File: src/rtl/pc_unit.sv
// rtl/pc_unit.sv - next-PC selection with stall, exception, branch, jump and return-address stack
module pc_unit #(
  parameter int                 WIDTH      = 32,
  parameter logic [WIDTH-1:0]   RESET_ADDR = 32'h00000000,
  parameter logic [WIDTH-1:0]   EXC_VECTOR = 32'h80000180,
  parameter int                 INC        = 4,
  parameter int                 RAS_DEPTH  = 4
) (
  input  logic                           clk,
  input  logic                           reset,
  input  logic                           enable,
  input  logic                           exc_req,
  input  logic                           branch_taken,
  input  logic [WIDTH-1:0]               branch_target,
  input  logic                           jump,
  input  logic                           call,
  input  logic [WIDTH-1:0]               jump_target,
  input  logic                           ret,
  output logic [WIDTH-1:0]               pc_out,
  output logic [WIDTH-1:0]               pc_plus,
  output logic [$clog2(RAS_DEPTH+1)-1:0] ras_count,
  output logic                           ras_empty,
  output logic                           ras_full
);

  localparam int CNT_W = $clog2(RAS_DEPTH + 1);
  localparam int PTR_W = (RAS_DEPTH > 1) ? $clog2(RAS_DEPTH) : 1;
  localparam logic [CNT_W-1:0] CNT_MAX = CNT_W'(RAS_DEPTH);
  localparam logic [PTR_W-1:0] PTR_MAX = PTR_W'(RAS_DEPTH - 1);

  // Stack storage; wr_ptr is the slot the next push writes, the entry below it is top-of-stack.
  logic [WIDTH-1:0] ras_mem [RAS_DEPTH];
  logic [PTR_W-1:0] wr_ptr, wr_ptr_nxt, ptr_inc, ptr_dec;
  logic [CNT_W-1:0] cnt_nxt;
  logic [WIDTH-1:0] pc_nxt;
  logic             push;

  assign pc_plus   = pc_out + WIDTH'(INC);
  assign ras_empty = (ras_count == '0);
  assign ras_full  = (ras_count == CNT_MAX);
  assign ptr_inc   = (wr_ptr == PTR_MAX) ? '0 : wr_ptr + 1'b1;
  assign ptr_dec   = (wr_ptr == '0) ? PTR_MAX : wr_ptr - 1'b1;

  // Prioritised next-PC and stack-pointer selection.
  always_comb begin
    pc_nxt     = pc_out;
    cnt_nxt    = ras_count;
    wr_ptr_nxt = wr_ptr;
    push       = 1'b0;
    if (exc_req) begin
      pc_nxt  = EXC_VECTOR;
      cnt_nxt = '0;
    end else if (!enable) begin
      pc_nxt = pc_out;
    end else if (branch_taken) begin
      pc_nxt = {branch_target[WIDTH-1:2], 2'b00};
    end else if (ret && !ras_empty) begin
      pc_nxt     = ras_mem[ptr_dec];
      wr_ptr_nxt = ptr_dec;
      cnt_nxt    = ras_count - 1'b1;
    end else if (jump && !ret) begin
      pc_nxt = {jump_target[WIDTH-1:2], 2'b00};
      if (call) begin
        push       = 1'b1;
        wr_ptr_nxt = ptr_inc;
        // A push into a full stack overwrites the oldest slot, so the count saturates.
        cnt_nxt    = ras_full ? ras_count : ras_count + 1'b1;
      end
    end else begin
      pc_nxt = pc_plus;
    end
  end

  // PC, stack pointer and occupancy registers with synchronous active-low reset.
  always_ff @(posedge clk) begin
    if (!reset) begin
      pc_out    <= RESET_ADDR;
      ras_count <= '0;
      wr_ptr    <= '0;
    end else begin
      pc_out    <= pc_nxt;
      ras_count <= cnt_nxt;
      wr_ptr    <= wr_ptr_nxt;
    end
  end

  // Stack contents are not reset; only the count decides which entries are valid.
  always_ff @(posedge clk) begin
    if (reset && push) begin
      ras_mem[wr_ptr] <= pc_plus;
    end
  end

endmodule

File: config.mk
export PLATFORM = sky130hd
export DESIGN_NAME = pc_unit
export DESIGN_NICKNAME = d
export VERILOG_FILES = /design/src/rtl/pc_unit.sv
export SDC_FILE = /design/constraint.sdc
export NUM_CORES = 1
export LEC_CHECK = 0
export CAP_MARGIN = 40
export CORE_UTILIZATION = 50
export DETAILED_ROUTE_END_ITERATION = 8
export GPL_ROUTABILITY_DRIVEN = 0
export PLACE_DENSITY = 0.76
export RECOVER_POWER = 25
export SYNTH_ARGS = -nofsm -noshare
export SYNTH_HDL_FRONTEND = slang
export SYNTH_SLANG_ARGS = --single-unit
export TNS_END_PERCENT = 100
File: constraint.sdc
create_clock -name clk -period 3.8 [get_ports clk]
set_input_delay 0.76 -clock clk [delete_from_list [all_inputs] [get_ports clk]]
set_output_delay 0.76 -clock clk [all_outputs]
set_load 0.01 [all_outputs]
* Yosys cells after proc, flatten, opt, wreduce, memory -nomap -nowiden
Memory sizes are Yosys's and may differ from the RTL's. Cells that the tools add are included. W data, S select, Z words.
Word-level totals: output and inout port bits 69, input bits 72, logic and storage cells 51, memories kept 1, register bits after elaboration 37, RAM bits 128
Memory list:
- ras_mem | words 4, bits a word 32, rd ports 1, clocked after Yosys merged registers in 0, write ports 1, RTL line 32 | logic [WIDTH-1:0] ras_mem [RAS_DEPTH];
Operators by class: reductions and logical operators 13, equality and inequality tests 3, muxes and demuxes 22, add/subtract/negate cells 5, bitwise operators 3
Operators with widths (number):
- $mux W32 | 5
- $add A32 B3 Y32 const B | 1
- $mux W3 | 4
- $mux W2 | 5
- $reduce_and A5 Y1 | 2
- $mux W1 | 8
- $reduce_bool A2 Y1 | 3
- $add A3 B1 Y3 const B | 1
- $eq A3 B3 Y1 const B | 1
- $logic_and A1 B1 Y1 | 3
- $logic_not A3 Y1 | 1
- $not A1 Y1 | 3
- $sub A3 B1 Y3 const B | 1
- $add A2 B1 Y2 const B | 1
- $eq A2 B2 Y1 const B | 1
- $logic_not A1 Y1 | 2
- $logic_not A2 Y1 | 1
- $ne A2 B1 Y1 const B | 1
- $reduce_or A2 Y1 | 1
- $sub A2 B1 Y2 const B | 1

* Depth between registers and ports, before layout
depth after elaboration 10, gate-level depth with buffers 12, gate-level depth less buffers 7

* Worst setup path after synthesis
No wires, ideal clock.
kind input to register, start in enable, end mem ras_mem[0][0] (enable), arrival time 2492 ps, setup slack 916 ps, setup time 392 ps, path buffers 2, cell stages on the path 6, data required time 3408 ps, cell sequence clkbuf_1 -> nor2b_1 -> clkbuf_1 -> nand2_1 -> nor2_1 -> and2_1
Between the ends: longest elaborated chain between the ends 5
Ends and longest elaborated chain:
- start: declaration | RTL line 11 | input logic enable,
- $mux W1 | RTL line 53 | end else if (!enable) begin
- $mux W1 | RTL line 50 | if (exc_req) begin
- $logic_and A1 B1 Y1 | RTL line 89 | if (reset && push) begin
- $mux W1 | RTL line 89
- $mux W1 (not written as such) | RTL line 90 | ras_mem[wr_ptr] <= pc_plus;
- end: declaration | RTL line 32
No other way between the ends.

* Worst setup path in the final report
start reg pc_out[7], end out pc_plus[23]
Between the ends: longest elaborated chain between the ends 1
Ends and longest elaborated chain:
- start: declaration | RTL line 19 | output logic [WIDTH-1:0] pc_out,
- start signal: assignment | RTL line 81 | pc_out <= pc_nxt;
- $add A32 B3 Y32 | RTL line 38 | assign pc_plus = pc_out + WIDTH'(INC);
- end: declaration | RTL line 20 | output logic [WIDTH-1:0] pc_plus,
No other way between the ends.

==> reports/qor.txt <==
Worst Path Arrival: 2.95 ns
first-pass GRT wire length: 37100 µm
maxcap violations: 0
CP top delay family: simple AND/OR/NAND/NOR gates
Longest Clk Path Bufs: 2
Cells after Synth: 713
Final period util: 97.8%
Met1 Routed Length: 9520 µm
Final Hold Viols: 0
Setup CP Type: reg2out
synthesized flop and latch total: 165
post-DP HPWL: 16900 µm
Slowest cell on crit path: or4_1
fillers: 1137
H-tree levels: 4
Final Non-Filler Cells: 1078
CP peak stage delay: 0.59 ns
Syn Nets: 791
Synth cell types: 77
gr usage total: 30.9%
Routed WL per cell: 22.8 µm
final setup fails: 0
CTS Root Cell: clkbuf_16
CP required: 3.04 ns
Detail Route met2 WL: 12100 µm
Post-Syn Area: 7960 µm²
drt pass-1 iters: 6
initial antenna violation count: 0
part of the power in registers: 48.7%
CTS Buf Count: 17
Core Area: 15400 µm²
Post-synth ARST share: 0%
Congestion Overflow GR: 0
row cnt: 45
WP buf/inv: 1
Met3 Wirelength: 2310 µm
Seq/Total Area, Yosys: 57.6%
measured slew at the worst slew-check pin: 0.832 ns
Cells after DPL: 1044
die area: 16400 µm²
combinational cell fraction of total power: 9.0%
CTS sink count: 165
total I/O pin count: 141
Die Height: 128 µm
Max-slew headroom: 44.4%
PD cells: 396 nW/µm²
Max Slew Vio Count: 0
CP max FO: 11
Clk pwr share: 42.3%
PortBufs: 136
status: complete, no violations
# DRC: 0
Critical Path Sink Type: output pin
Highest Signal Layer: met4
RSZ-0062 raised after global routing: no
Final Skew: 0.00898 ns
Min Clock Period, post-route: 3.71 ns
Die X: 128 µm
share of layout cells above drive strength 1: 10.6%
Most used DFF post-synth: edfxtp_1
Routed Antenna Nets: 0
Syn-to-layout area delta: 29.4%
Final nets: 932
fmax: 269 MHz
Synth Warn #: 0
largest net degree at the start of global routing: 40
Starting Density: 51.8%
leakage power: 3.58 nW
P_int: 3.16 mW
Hold Path Class: reg2reg
total routed wirelength: 24600 µm
Iteration-0 DRC Markers: 668
Sw Share: 22.5%
vias in the first global route: 6567
EDFF count, synth: 128
synthesized area per cell: 11.2 µm²
clk_lat worst skew: 0.43 ns
VDD IR max: 0.000369 V
Worst setup SP type: register
via/cell ratio: 6.26
via count: 6752
n_diodes: 0
Worst-path clk slew: 0.06 ns
crit-path cells: and4_1 > nand4_4 > or4_1 > nand2_1 > clkdlybuf4s50_1
CTS hold repair buffers: 0
Setup TNS Final: 0 ns
CTS tree: built
sw power: 916 µW
## repair_timing
action / CTS / global route
resized for setup: 4 / 5
setup buffers: 1 / 0
gates cloned: 0 / 1
hold endpoints to repair: 0 / 0
setup endpoints to repair: 5 / 10
pin swaps: 1 / 1
## cell usage in the layout (no fill, tap or decap), types with 4 or more instances in the layout
| cell | netlist | final |
|---|---|---|
| dfxtp_1 | 37 | 36 |
| or2_1 | 4 | 4 |
| ha_1 | 5 | 4 |
| a31oi_1 | 21 | 21 |
| nand2_1 | 92 | 91 |
| nor2_1 | 32 | 32 |
| xnor2_1 | 15 | 13 |
| nand3b_1 | 4 | 4 |
| a21oi_1 | 17 | 17 |
| nor4_1 | 8 | 7 |
| nand2b_1 | 5 | 5 |
| o21ai_0 | 29 | 29 |
| nor3_1 | 10 | 10 |
| and4_1 | 6 | 5 |
| mux2i_1 | 13 | 13 |
| a2111oi_0 | 7 | 7 |
| and2_1 | 8 | 9 |
| a221oi_1 | 5 | 5 |
| nor2b_1 | 33 | 33 |
| o21ai_1 | 5 | 5 |
| clkbuf_16 | 0 | 17 |
| edfxtp_1 | 128 | 128 |
| o211ai_1 | 5 | 5 |
| nand3_1 | 14 | 14 |
| inv_1 | 12 | 12 |
| nand4_1 | 8 | 8 |
| o21a_1 | 4 | 4 |
| o31a_1 | 4 | 4 |
| clkdlybuf4s50_1 | 0 | 135 |
| o221ai_1 | 14 | 14 |
| o22ai_1 | 6 | 6 |
| xor2_1 | 7 | 6 |
| buf_4 | 3 | 35 |
| a211oi_1 | 38 | 38 |
## through the flow
stage | power (mW) | util [%] | hold slack (ns) | instance area, µm² | worst slack [ns]
after floorplan | 2.17 | - | 0.500 | 7960 | 0.916
after global placement | 2.37 | 62.8 | 0.485 | 9660 | 0.496
after detailed placement | 2.38 | 62.8 | 0.497 | 9660 | 0.406
after CTS | 4.08 | 66.9 | 0.506 | 10300 | 0.0940
after global routing | 4.17 | 67.0 | 0.551 | 10300 | 0.0210
final | 4.08 | 67.0 | 0.511 | 10300 | 0.0852
## power by group through the flow
stage / sequential, mW / clock [mW] / combinational (mW)
finish: 1.98 / 1.73 / 0.367
global route: 1.98 / 1.80 / 0.389
CTS: 1.98 / 1.73 / 0.364
detailed placement: 2.02 / 0 / 0.359
global placement: 2.02 / 0 / 0.353
floorplan: 2.02 / 0 / 0.148
## final timing paths
| path | startpoint | end | slack, ns | depth (start not counted) |
|---|---|---|---|---|
| max | pc_out[7] | pc_plus[23] | 0.09 | 5 |
| min | pc_out[9] | pc_out[9] | 0.51 | 2 |
| max reg2reg | wr_ptr[0] | pc_out[31] | 0.92 | 5 |
| min reg2reg | pc_out[9] | pc_out[9] | 0.51 | 2 |
## final cells by class
cell class	count	area (µm²)	share of cell area, %
Multi-Input combinational cell	482	3140	30.5
Inverter	13	48.8	0.474
Clock inverter	14	160	1.55
Clock buffer	18	429	4.17
Tap cell	211	264	2.56
Timing Repair Buffer	175	1670	16.2
Sequential cell	165	4590	44.5
## kinds of logic (layout without fill, tap and decap cells)
logic type                 Yosys count  count (layout)  share of synthesized area [%]
AOI/OAI and AO/OA                  194             194                           17.6
xor gates and xnor gates            22              22                           2.42
adders and majority gates            6               6                           1.04
buffers and inverters               67             220                           3.63
DFF                                165             165                           57.6
muxes                               15              15                           2.06
and+or+nand+nor                    244             245                           15.7
## sequential cells by signal (all words and copies together), names as in the netlist
signal,flops
pc_out,32
ras_count,3
ras_mem,128
wr_ptr,2
## cell usage after synthesis, drive strengths merged (3+ instances only)
cell type | count | area, µm²
or2 | 7 | 43.8
o31ai | 4 | 43.8
a2111oi | 7 | 61.3
nand2b | 5 | 31.3
o22ai | 6 | 37.5
o211ai | 5 | 37.5
a31oi | 21 | 131
ha | 5 | 62.6
nand2 | 92 | 345
o21ai | 34 | 170
a22o | 3 | 26.3
nand3 | 14 | 70.1
xnor2 | 15 | 131
nor2b | 33 | 206
or4 | 3 | 26.3
inv | 13 | 48.8
a221oi | 5 | 43.8
o31a | 4 | 35.0
dfxtp | 37 | 741
buf | 20 | 113
and4 | 7 | 62.6
edfxtp | 128 | 3840
a22oi | 3 | 22.5
a21oi | 18 | 93.8
a211oi | 38 | 285
nor4 | 8 | 50.1
o221ai | 14 | 123
nand4 | 9 | 71.3
o21a | 4 | 30.0
and3 | 3 | 18.8
a211o | 3 | 26.3
mux2i | 13 | 130
and2 | 10 | 63.8
nor3 | 12 | 70.1
clkbuf | 34 | 128
xor2 | 7 | 61.3
nand3b | 4 | 30.0
nor2 | 32 | 120
## routing by layer
layer	vias to the layer above	global-route usage, %
li1	3009	-
met1	3283	39.1
met2	399	51.7
met3	61	6.93
met4	0	12.3
met5	-	0
## worst reg2reg max path, delay by kind of cell (launching register included)
kind / cells / cell delay [ns]
muxes: 1 / 0.58
DFF: 1 / 0.72
AOI/OAI and AO/OA: 2 / 0.42
and+or+nand+nor: 1 / 0.54
buffers and inverters: 1 / 0.50
(Power assumes the default switching activity.)
